File: config.mk
export PLATFORM = sky130hd
export DESIGN_NAME = video_dma_read_ctrl
export DESIGN_NICKNAME = d
export VERILOG_FILES = /design/src/rtl/video_dma_pkg.sv /design/src/rtl/video_dma_adrs_gen.sv /design/src/rtl/video_dma_read_ctrl.sv
export SDC_FILE = /design/constraint.sdc
export NUM_CORES = 1
export LEC_CHECK = 0
export ABC_AREA = 1
export CAP_MARGIN = 30
export CORE_UTILIZATION = 40
export DETAILED_ROUTE_END_ITERATION = 8
export GPL_ROUTABILITY_DRIVEN = 0
export PLACE_DENSITY = 0.64
export SYNTH_ARGS = -nofsm -noshare
export SYNTH_HDL_FRONTEND = slang
export SYNTH_SLANG_ARGS = --single-unit
export TNS_END_PERCENT = 1
File: constraint.sdc
create_clock -name iSCLK -period 8.3 [get_ports iSCLK]
set_clock_uncertainty 0.15 [all_clocks]
set_input_delay 1.66 -clock iSCLK [delete_from_list [all_inputs] [get_ports iSCLK]]
set_output_delay 1.66 -clock iSCLK [all_outputs]
set_load 0.05 [all_outputs]
File: src/rtl/video_dma_pkg.sv
// Shared types and constants for the video DMA read controller.
package video_dma_pkg;

    typedef enum logic [2:0] {
        IDLE,
        WAIT_SPACE,
        REQ,
        DATA,
        NEXT,
        FRAME_WAIT
    } dmaState_t;

    localparam logic [15:0] cWdogLimit = 16'hFFFF;

    // Wide enough to hold the full burst length, not just its last index.
    function automatic int beatCntWidth(input int burstLength);
        return $clog2(burstLength) + 1;
    endfunction

endpackage

File: src/rtl/video_dma_adrs_gen.sv
// Address generator: CSR shadow registers, current burst address, next/end compare and UFI packing.
module video_dma_adrs_gen
    import video_dma_pkg::*;
#(
    parameter int         pUfiAdrsBusWidth = 32,
    parameter logic [3:0] pUfiAdrsMap      = 4'h2,
    parameter int         pDmaAdrsWidth    = 18
) (
    input  logic                        iSCLK,
    input  logic                        inSRST,
    input  logic                        iLoad,
    input  logic                        iAdvance,
    input  logic                        iDmaCycleEnable,
    input  logic [pDmaAdrsWidth-1:0]    iDmaAdrsStart,
    input  logic [pDmaAdrsWidth-1:0]    iDmaAdrsEnd,
    input  logic [pDmaAdrsWidth-1:0]    iDmaAdrsAdd,
    output logic                        oMore,
    output logic                        oCycle,
    output logic [pUfiAdrsBusWidth-1:0] oUfiAdrs
);

    logic [pDmaAdrsWidth-1:0] rCurAdrs;
    logic [pDmaAdrsWidth-1:0] rAdrsEnd;
    logic [pDmaAdrsWidth-1:0] rAdrsAdd;
    logic                     rCycle;
    logic [pDmaAdrsWidth:0]   wNxt;

    // One extra bit so a carry-out always reads as "past the end".
    assign wNxt     = {1'b0, rCurAdrs} + {1'b0, rAdrsAdd};
    assign oMore    = (rAdrsAdd != '0) && (wNxt < {1'b0, rAdrsEnd});
    assign oCycle   = rCycle;
    assign oUfiAdrs = {pUfiAdrsMap, {(pUfiAdrsBusWidth - 4 - pDmaAdrsWidth){1'b0}}, rCurAdrs};

    // NOTE: sequential state uses non-blocking assignments so every flop samples pre-edge values.
    always_ff @(posedge iSCLK or negedge inSRST) begin
        if (!inSRST) begin
            rCurAdrs <= '0;
            rAdrsEnd <= '0;
            rAdrsAdd <= '0;
            rCycle   <= 1'b0;
        end else if (iLoad) begin
            rCurAdrs <= iDmaAdrsStart;
            rAdrsEnd <= iDmaAdrsEnd;
            rAdrsAdd <= iDmaAdrsAdd;
            rCycle   <= iDmaCycleEnable;
        end else if (iAdvance) begin
            rCurAdrs <= wNxt[pDmaAdrsWidth-1:0];
        end
    end

endmodule

File: src/rtl/video_dma_read_ctrl.sv
// Video DMA read controller: UFI burst reads from the frame buffer into the video line FIFO.
// Define VIDEO_DMA_TIMEOUT_EN to add the DATA-phase watchdog and the oDmaTimeout port.
module video_dma_read_ctrl
    import video_dma_pkg::*;
#(
    parameter int         pUfiDqBusWidth   = 16,
    parameter int         pUfiAdrsBusWidth = 32,
    parameter logic [3:0] pUfiAdrsMap      = 4'h2,
    parameter int         pDmaAdrsWidth    = 18,
    parameter int         pDmaBurstLength  = 256,
    parameter int         pFifoDepth       = 512
) (
    input  logic                        iSCLK,
    input  logic                        inSRST,
    input  logic                        iDmaEnable,
    input  logic                        iDmaCycleEnable,
    input  logic [pDmaAdrsWidth-1:0]    iDmaAdrsStart,
    input  logic [pDmaAdrsWidth-1:0]    iDmaAdrsEnd,
    input  logic [pDmaAdrsWidth-1:0]    iDmaAdrsAdd,
    input  logic                        iFrameStart,
    input  logic [$clog2(pFifoDepth):0] iFifoFree,
    output logic                        oDmaDone,
`ifdef VIDEO_DMA_TIMEOUT_EN
    output logic                        oDmaTimeout,
`endif
    output logic                        oMUfiReq,
    output logic [pUfiAdrsBusWidth-1:0] oMUfiAdrs,
    input  logic                        iMUfiRdy,
    input  logic [pUfiDqBusWidth-1:0]   iMUfiRd,
    input  logic                        iMUfiRvd,
    output logic [pUfiDqBusWidth-1:0]   oWd,
    output logic                        oWe
);

    localparam int cBeatW = beatCntWidth(pDmaBurstLength);
    localparam int cFreeW = $clog2(pFifoDepth) + 1;
    localparam logic [cBeatW-1:0] cLastBeat   = cBeatW'(pDmaBurstLength - 1);
    localparam logic [cFreeW-1:0] cBurstWords = cFreeW'(pDmaBurstLength);

    dmaState_t                   rState;
    dmaState_t                   wNextState;
    logic [cBeatW-1:0]           rBeatCnt;
    logic                        rStopReq;
    logic                        wStop;
    logic                        wAccept;
    logic                        wBeat;
    logic                        wLastBeat;
    logic                        wBurstEnd;
    logic                        wFillBusy;
    logic                        wLoad;
    logic                        wAdvance;
    logic                        wSetDone;
    logic                        wMore;
    logic                        wCycle;
    logic [pUfiAdrsBusWidth-1:0] wPackedAdrs;

    video_dma_adrs_gen #(
        .pUfiAdrsBusWidth (pUfiAdrsBusWidth),
        .pUfiAdrsMap      (pUfiAdrsMap),
        .pDmaAdrsWidth    (pDmaAdrsWidth)
    ) uAdrsGen (
        .iSCLK           (iSCLK),
        .inSRST          (inSRST),
        .iLoad           (wLoad),
        .iAdvance        (wAdvance),
        .iDmaCycleEnable (iDmaCycleEnable),
        .iDmaAdrsStart   (iDmaAdrsStart),
        .iDmaAdrsEnd     (iDmaAdrsEnd),
        .iDmaAdrsAdd     (iDmaAdrsAdd),
        .oMore           (wMore),
        .oCycle          (wCycle),
        .oUfiAdrs        (wPackedAdrs)
    );

    assign wStop     = rStopReq || !iDmaEnable;
    assign wAccept   = (rState == REQ) && iMUfiRdy;
    assign wBeat     = (rState == DATA) && iMUfiRvd;
    assign wLastBeat = wBeat && (rBeatCnt == cLastBeat);
    assign oMUfiAdrs = oMUfiReq ? wPackedAdrs : '0;

`ifdef VIDEO_DMA_TIMEOUT_EN
    logic [15:0]       rWdog;
    logic [cBeatW-1:0] rFillCnt;
    logic              wTimeout;

    assign wTimeout  = (rState == DATA) && !iMUfiRvd && (rWdog == cWdogLimit);
    assign wBurstEnd = wLastBeat || wTimeout;
    assign wFillBusy = (rFillCnt != '0);

    // The missing beats are replaced by zeros so the line in the FIFO stays aligned.
    always_ff @(posedge iSCLK or negedge inSRST) begin
        if (!inSRST) begin
            rWdog       <= '0;
            rFillCnt    <= '0;
            oDmaTimeout <= 1'b0;
        end else begin
            rWdog <= ((rState == DATA) && !iMUfiRvd) ? rWdog + 16'd1 : 16'd0;
            if (wTimeout)
                rFillCnt <= cBeatW'(pDmaBurstLength) - rBeatCnt;
            else if (wFillBusy)
                rFillCnt <= rFillCnt - cBeatW'(1);
            if (wTimeout)
                oDmaTimeout <= 1'b1;
            else if (!iDmaEnable)
                oDmaTimeout <= 1'b0;
        end
    end
`else
    assign wBurstEnd = wLastBeat;
    assign wFillBusy = 1'b0;
`endif

    always_ff @(posedge iSCLK or negedge inSRST) begin
        if (!inSRST)
            rState <= IDLE;
        else
            rState <= wNextState;
    end

    // NOTE: defaults first so no path leaves a signal unassigned, which would infer a latch.
    always_comb begin
        wNextState = rState;
        case (rState)
            IDLE:       if (iDmaEnable && !oDmaDone) wNextState = WAIT_SPACE;
            WAIT_SPACE: if (!iDmaEnable) wNextState = IDLE;
                        else if (iFifoFree >= cBurstWords) wNextState = REQ;
            REQ:        if (iMUfiRdy) wNextState = DATA;
                        else if (!iDmaEnable) wNextState = IDLE;
            DATA:       if (wBurstEnd) wNextState = NEXT;
            NEXT:       if (!wFillBusy) begin
                            if (wStop)       wNextState = IDLE;
                            else if (wMore)  wNextState = WAIT_SPACE;
                            else if (wCycle) wNextState = FRAME_WAIT;
                            else             wNextState = IDLE;
                        end
            FRAME_WAIT: if (!iDmaEnable) wNextState = IDLE;
                        else if (iFrameStart) wNextState = WAIT_SPACE;
            default:    wNextState = IDLE;
        endcase
    end

    always_comb begin
        oMUfiReq = 1'b0;
        wLoad    = 1'b0;
        wAdvance = 1'b0;
        wSetDone = 1'b0;
        case (rState)
            IDLE:       wLoad = iDmaEnable && !oDmaDone;
            REQ:        oMUfiReq = 1'b1;
            NEXT:       if (!wFillBusy && !wStop) begin
                            wAdvance = wMore;
                            wSetDone = !wMore && !wCycle;
                        end
            FRAME_WAIT: wLoad = iDmaEnable && iFrameStart;
            default:    ;
        endcase
    end

    // An enable drop mid-burst is remembered until the burst has drained.
    always_ff @(posedge iSCLK or negedge inSRST) begin
        if (!inSRST) begin
            rBeatCnt <= '0;
            rStopReq <= 1'b0;
        end else begin
            if (wAccept)
                rBeatCnt <= '0;
            else if (wBeat)
                rBeatCnt <= rBeatCnt + cBeatW'(1);
            rStopReq <= ((rState == DATA) || (rState == NEXT)) && wStop;
        end
    end

    always_ff @(posedge iSCLK or negedge inSRST) begin
        if (!inSRST) begin
            oWe      <= 1'b0;
            oWd      <= '0;
            oDmaDone <= 1'b0;
        end else begin
            oWe <= wBeat || wFillBusy;
            oWd <= wFillBusy ? '0 : iMUfiRd;
            if (wSetDone)
                oDmaDone <= 1'b1;
            else if (!iDmaEnable)
                oDmaDone <= 1'b0;
        end
    end

endmodule

# == Word level (Yosys, flattened, before mapping) ==
# Index checks and enable logic that the tools add are counted.
# op_classes
addsub,2
order_cmp,2
eq_ne,12
muxes,25
n_reduce_logical,19
# ops
operator,count
$mux 18,2
$mux 3,11
$mux 30,1
$add 18x18->19,1
$lt 19x18->1,1
$mux 9,2
$pmux 3 s6,1
$reduce_bool 18->1,1
$ge 10x9->1 const B,1
$add 9x1->9 const B,1
$eq 9x8->1 const B,1
$ne 3x3->1 const B,3
$logic_and 1x1->1,8
$mux 1,7
$eq 3x2->1 const B,2
$eq 3x3->1 const B,2
$reduce_and 5->1,1
$logic_not 1->1,4
$ne 2x2->1 const B,2
$reduce_bool 2->1,2
$eq 3x1->1 const B,1
$logic_not 3->1,1
$logic_or 1x1->1,2
$ne 2x1->1 const B,1
$pmux 1 s2,1
# word_totals
regBits,86
input_bits,87
out_inout_bits,51
elab_cells,70

# == Longest topological paths before layout ==
# depth
ltp_word,8
mapped_depth,26
mapped_depth_nobuf,25

# == By module ==
# Synthesis repeated with hierarchy kept, for this count alone.
# hier_totals
hier_cells,739
area_unflattened_um2,5512.8
# modules_own_cells
mod,n_inst,cells_per_inst,area_each_um2,seq_area_each_um2
video_dma_adrs_gen,1,512,3839.9,1376.3
video_dma_read_ctrl,1,227,1672.9,775.7

# == Worst setup path before layout ==
# Ideal clock, no wire load.
# synth_path
kind,register to output
from,reg rState[2]
to,out oMUfiAdrs[10]
t_arrival_ns,2.121
t_required_ns,6.490
setup_slack_ns,4.369
stages_incl_launch_ff,5
n_path_buf,1
path_cell_list,dfrtp_1 > nor3_4 > inv_2 > buf_1 > nor2_1
# synth_between
elab_chain_len,3
# synth_lines
element,line,source
"start, declared",video_dma_read_ctrl.sv:40,dmaState_t rState;
"start signal, assigned",video_dma_read_ctrl.sv:117,rState <= wNextState;
$eq 3x2->1,video_dma_read_ctrl.sv:147,case (rState)
$mux 1,video_dma_read_ctrl.sv:147,
net oMUfiReq,video_dma_read_ctrl.sv:26,"output logic oMUfiReq,"
$mux 30,video_dma_read_ctrl.sv:79,assign oMUfiAdrs = oMUfiReq ? wPackedAdrs : '0;
"end, declared",video_dma_read_ctrl.sv:27,"output logic [pUfiAdrsBusWidth-1:0] oMUfiAdrs,"
# The timed path passes the listed nets, and every way through them passes these cells.

# == Final worst setup path ==
# layout_path
from,in iDmaEnable
to,reg uAdrsGen.rCurAdrs[7]
# layout_between
elab_chain_len,5
elab_cells_between_ends,9
cone_classes,mux: 4; reduce/logical: 5
# layout_lines
element,line,source
"start, declared",video_dma_read_ctrl.sv:15,"input logic iDmaEnable,"
$logic_not 1->1,-,
$logic_or 1x1->1,video_dma_read_ctrl.sv:75,assign wStop = rStopReq || !iDmaEnable;
$mux 1,video_dma_read_ctrl.sv:150,NEXT: if (!wFillBusy && !wStop) begin
$mux 1,video_dma_read_ctrl.sv:147,
$reduce_bool 2->1 (no source line),-,
"end signal, assigned",video_dma_adrs_gen.sv:42,rCurAdrs <= iDmaAdrsStart;
"end signal, assigned",video_dma_adrs_gen.sv:47,rCurAdrs <= wNxt[pDmaAdrsWidth-1:0];
"end, declared",video_dma_adrs_gen.sv:22,logic [pDmaAdrsWidth-1:0] rCurAdrs;
# Several ways; a longest one is shown, not always the timed one.
# A chain may end at the register's enable or synchronous reset.

==> impl_metrics.yaml <==
setup_path:
  r2r_slack_ns: 3.99
  critPathLaunchType: "input pin"
  r2r_start: "uAdrsGen.rAdrsAdd[0]"
  path_max_fanout: 95
  cp-end-kind: "register"
  crit_type: "input pin to register"
  r2r_end: "uAdrsGen.rCurAdrs[7]"
  worst-endpoint-required_ns: 8.44
  reg2reg_depth: 22
  arrival_ns: 4.54
cells_and_area:
  nNetsFinal: 933
  fin_util: 0.525
  n_antenna_cell: 0
  ff_latch_area_um2: 2150
  area_growth_pct: 28.1
  multi_input_area_um2: 2700
  fillCellCount: 1295
  drive_gt1_frac: 0.0775
  fin_cells: 989
  fin_area_um2: 6930
logic_synthesis:
  synthMuxAreaShare: 0
  synth_area_leaders: "dfrtp_1 40%, nand2_1 15%, ha_1 8.6%"
  yosys.area.top_type: "dfrtp_1"
  yosys.area.top_type_share: 0.398
  synth_top_family_by_area: "simple AND/OR/NAND/NOR gates"
  yosysSeqAreaShare: 0.398
  synthSimpleGateAreaFrac: 0.287
  synth_xor_area_frac: 0.0227
  synth.avg_cell_area_um2: 7.75
  synth_compound_area_frac: 0.0907
  syn_inst: 698
  synthAdderAreaFrac: 0.0893
  synth_seq_cells: 86
  netlist_area_um2: 5410
  synth_cell_type_count: 42
  yosysWarningCount: 0
run_status:
  status: "finished, final reports clean"
global_route:
  antenna_found_initial: 0
  grt_first_pass_wirelength_mm: 22.4
  grt_max_degree: 96
  overflow: 0
  grt_usage: 0.203
  grt_pass1_vias: 4857
timing:
  finalHoldViolCount: 0
  fmaxAchievable_mhz: 227
  relSlewSlack: 0.428
  final.min_clock_period_ns: 4.40
  tightest_slew_ns: 0.857
  whs_ns: 0.333
  setup_viol: 0
  fin_crit_sh: 0.530
  setup-tns-final_ns: 0
  setup_slack_ns: 3.90
  drv_slew: 0
  rsz0062_at_grt: "false"
pwr:
  power_mw: 2.92
  p_per_area_nw_per_um2: 421
  ir_drop_v: 0.000142
  power_leakage_nw: 3.40
clock_tree:
  clkTransAtPathRegs_ns: 0.06
  clockBufferDepth: 2
  cts.sinks: 86
  cts_tree: "yes"
  clk_latency_ns: 0.35
  root_buffer: "clkbuf_16"
  cts_resized: 0
  numCtsBuffers: 9
  cts-htree-levels: 3
  post_cts_buffers: 0
  cts-hold-fix-buffers: 0
die:
  die-width_um: 118
  io_pins: 138
  coreArea_um2: 13200
  die_y_um: 118
  rows: 42
  dieArea_um2: 14000
  floorplan.initialDensity: 0.410
routing:
  firstDrtPassIters: 5
  antenna_left: 0
  detail_route.wl_per_cell_um: 13.3
  vias: 4738
  drc: 0
  routed_via_density: 4.79
  totalWireLength_mm: 13.2
  drtIter0Drc: 230
worst_hold_path:
  hold_end: "uAdrsGen.rAdrsEnd[0]"
  worstHoldStart: "uAdrsGen.rAdrsEnd[0]"
  min_delay_path_depth: 2
  worstHoldPathType: "register to register"
placed_design:
  placed_cells: 973
  portBuffers: 116
  dpl_cell_area_um2: 6640
  pre_cts_slack_ns: 3.49
  dp_hpwl_mm: 10.0
run:
  max_cap_viol_count: 0
[layout by cell type (no fill, tap or decap), drive strengths merged, types with 2 or more instances in the layout]
master	instances
nor3	10
a21o	2
clkinv	5
a21oi	29
clkbuf	11
ha	37
inv	100
clkdlybuf4s50	115
xnor2	3
nand4	12
buf	3
and2	2
xor2	11
nand3	30
nand3b	2
conb	13
dfrtp	86
nand2	219
o21ai	58
nor2	54
nor4	5
[layout make-up]
type | count | share of cell area
sequential | 86 | 0.311
clock buffer | 11 | 0.0336
multi-input combinational | 492 | 0.390
clock inverter | 5 | 0.00723
inverter | 101 | 0.0547
timing repair buffer | 118 | 0.172
tap | 176 | 0.0318
[sequential cells by signal, summed over array words and instances, names as in the netlist]
register and flops:
uAdrsGen.rAdrsAdd 18, uAdrsGen.rAdrsEnd 18, uAdrsGen.rCurAdrs 18, oWd 16, rBeatCnt 9, rState 3, oDmaDone 1, oWe 1
rStopReq 1, uAdrsGen.oCycle 1
[cell families after synthesis]
logic type	count (synthesis)
xor gates and xnor gates	14
other	1
AOI/OAI and AO/OA	93
buffers and inverters	132
DFF	86
adders and majority gates	38
and+or+nand+nor	334
[report_power, final]
part           total (mW)  switching [mW]  internal [mW]
registers           0.697           0.116          0.581
logic                1.82            1.17          0.657
clock network       0.397           0.166          0.231
total                2.92            1.45           1.47
[per-layer routing]
layer / vias to the layer above / GRT usage / part of all wire
li1: 2408 / - / -
met1: 2174 / 0.239 / 0.44
met2: 134 / 0.343 / 0.47
met3: 22 / 0.0526 / 0.062
met4: 0 / 0.0954 / 0.025
met5: - / 0 / 0
[critical path: stages]
cell and delay, ns:
clkdlybuf4s50_1 0.48, inv_1 0.12, nor4_4 0.33, nand2_1 0.10, nand2_2 0.06, buf_4 0.65
inv_2 0.55, nand2_4 0.38, nand2_1 0.10, nand2_1 0.08
[worst max path at each step]
stage,cells after the start,start,slack [ns],endpoint
6_report,10,iDmaEnable,3.90,uAdrsGen.rCurAdrs[7]
5_1_grt,10,iDmaEnable,3.58,uAdrsGen.rCurAdrs[7]
4_1_cts,10,iDmaEnable,3.84,uAdrsGen.rCurAdrs[2]
3_5_place_dp,10,iDmaEnable,3.49,uAdrsGen.rCurAdrs[7]
3_3_place_gp,10,iDmaEnable,3.57,uAdrsGen.rCurAdrs[7]
2_1_floorplan,4,rState[2],4.37,oMUfiAdrs[10]
[synthesized netlist by cell type]
master	n
a21oi_1	28
o22ai_1	1
nor3_2	2
nor2_1	50
nand4_4	1
nor2_2	3
o21ai_0	31
clkinv_1	1
buf_2	11
nand2_2	5
nand3_1	18
nor3_1	6
o21ai_2	2
nand3b_1	2
buf_1	1
nand2_4	4
nand3_4	2
nor2_4	1
nor3_4	2
inv_1	88
buf_4	17
nand2_1	210
fa_1	1
a31oi_1	1
conb_1	1
ha_1	37
dfrtp_1	86
nor4_4	1
buf_12	1
nand3_2	10
o2111ai_1	1
nor4_1	4
nand4_1	11
and2_1	2
a21oi_2	1
o21ai_1	25
o21a_1	1
xor2_1	11
inv_2	12
a21o_1	2
xnor2_1	3
buf_8	1
Power figures use the tool's default switching activity.
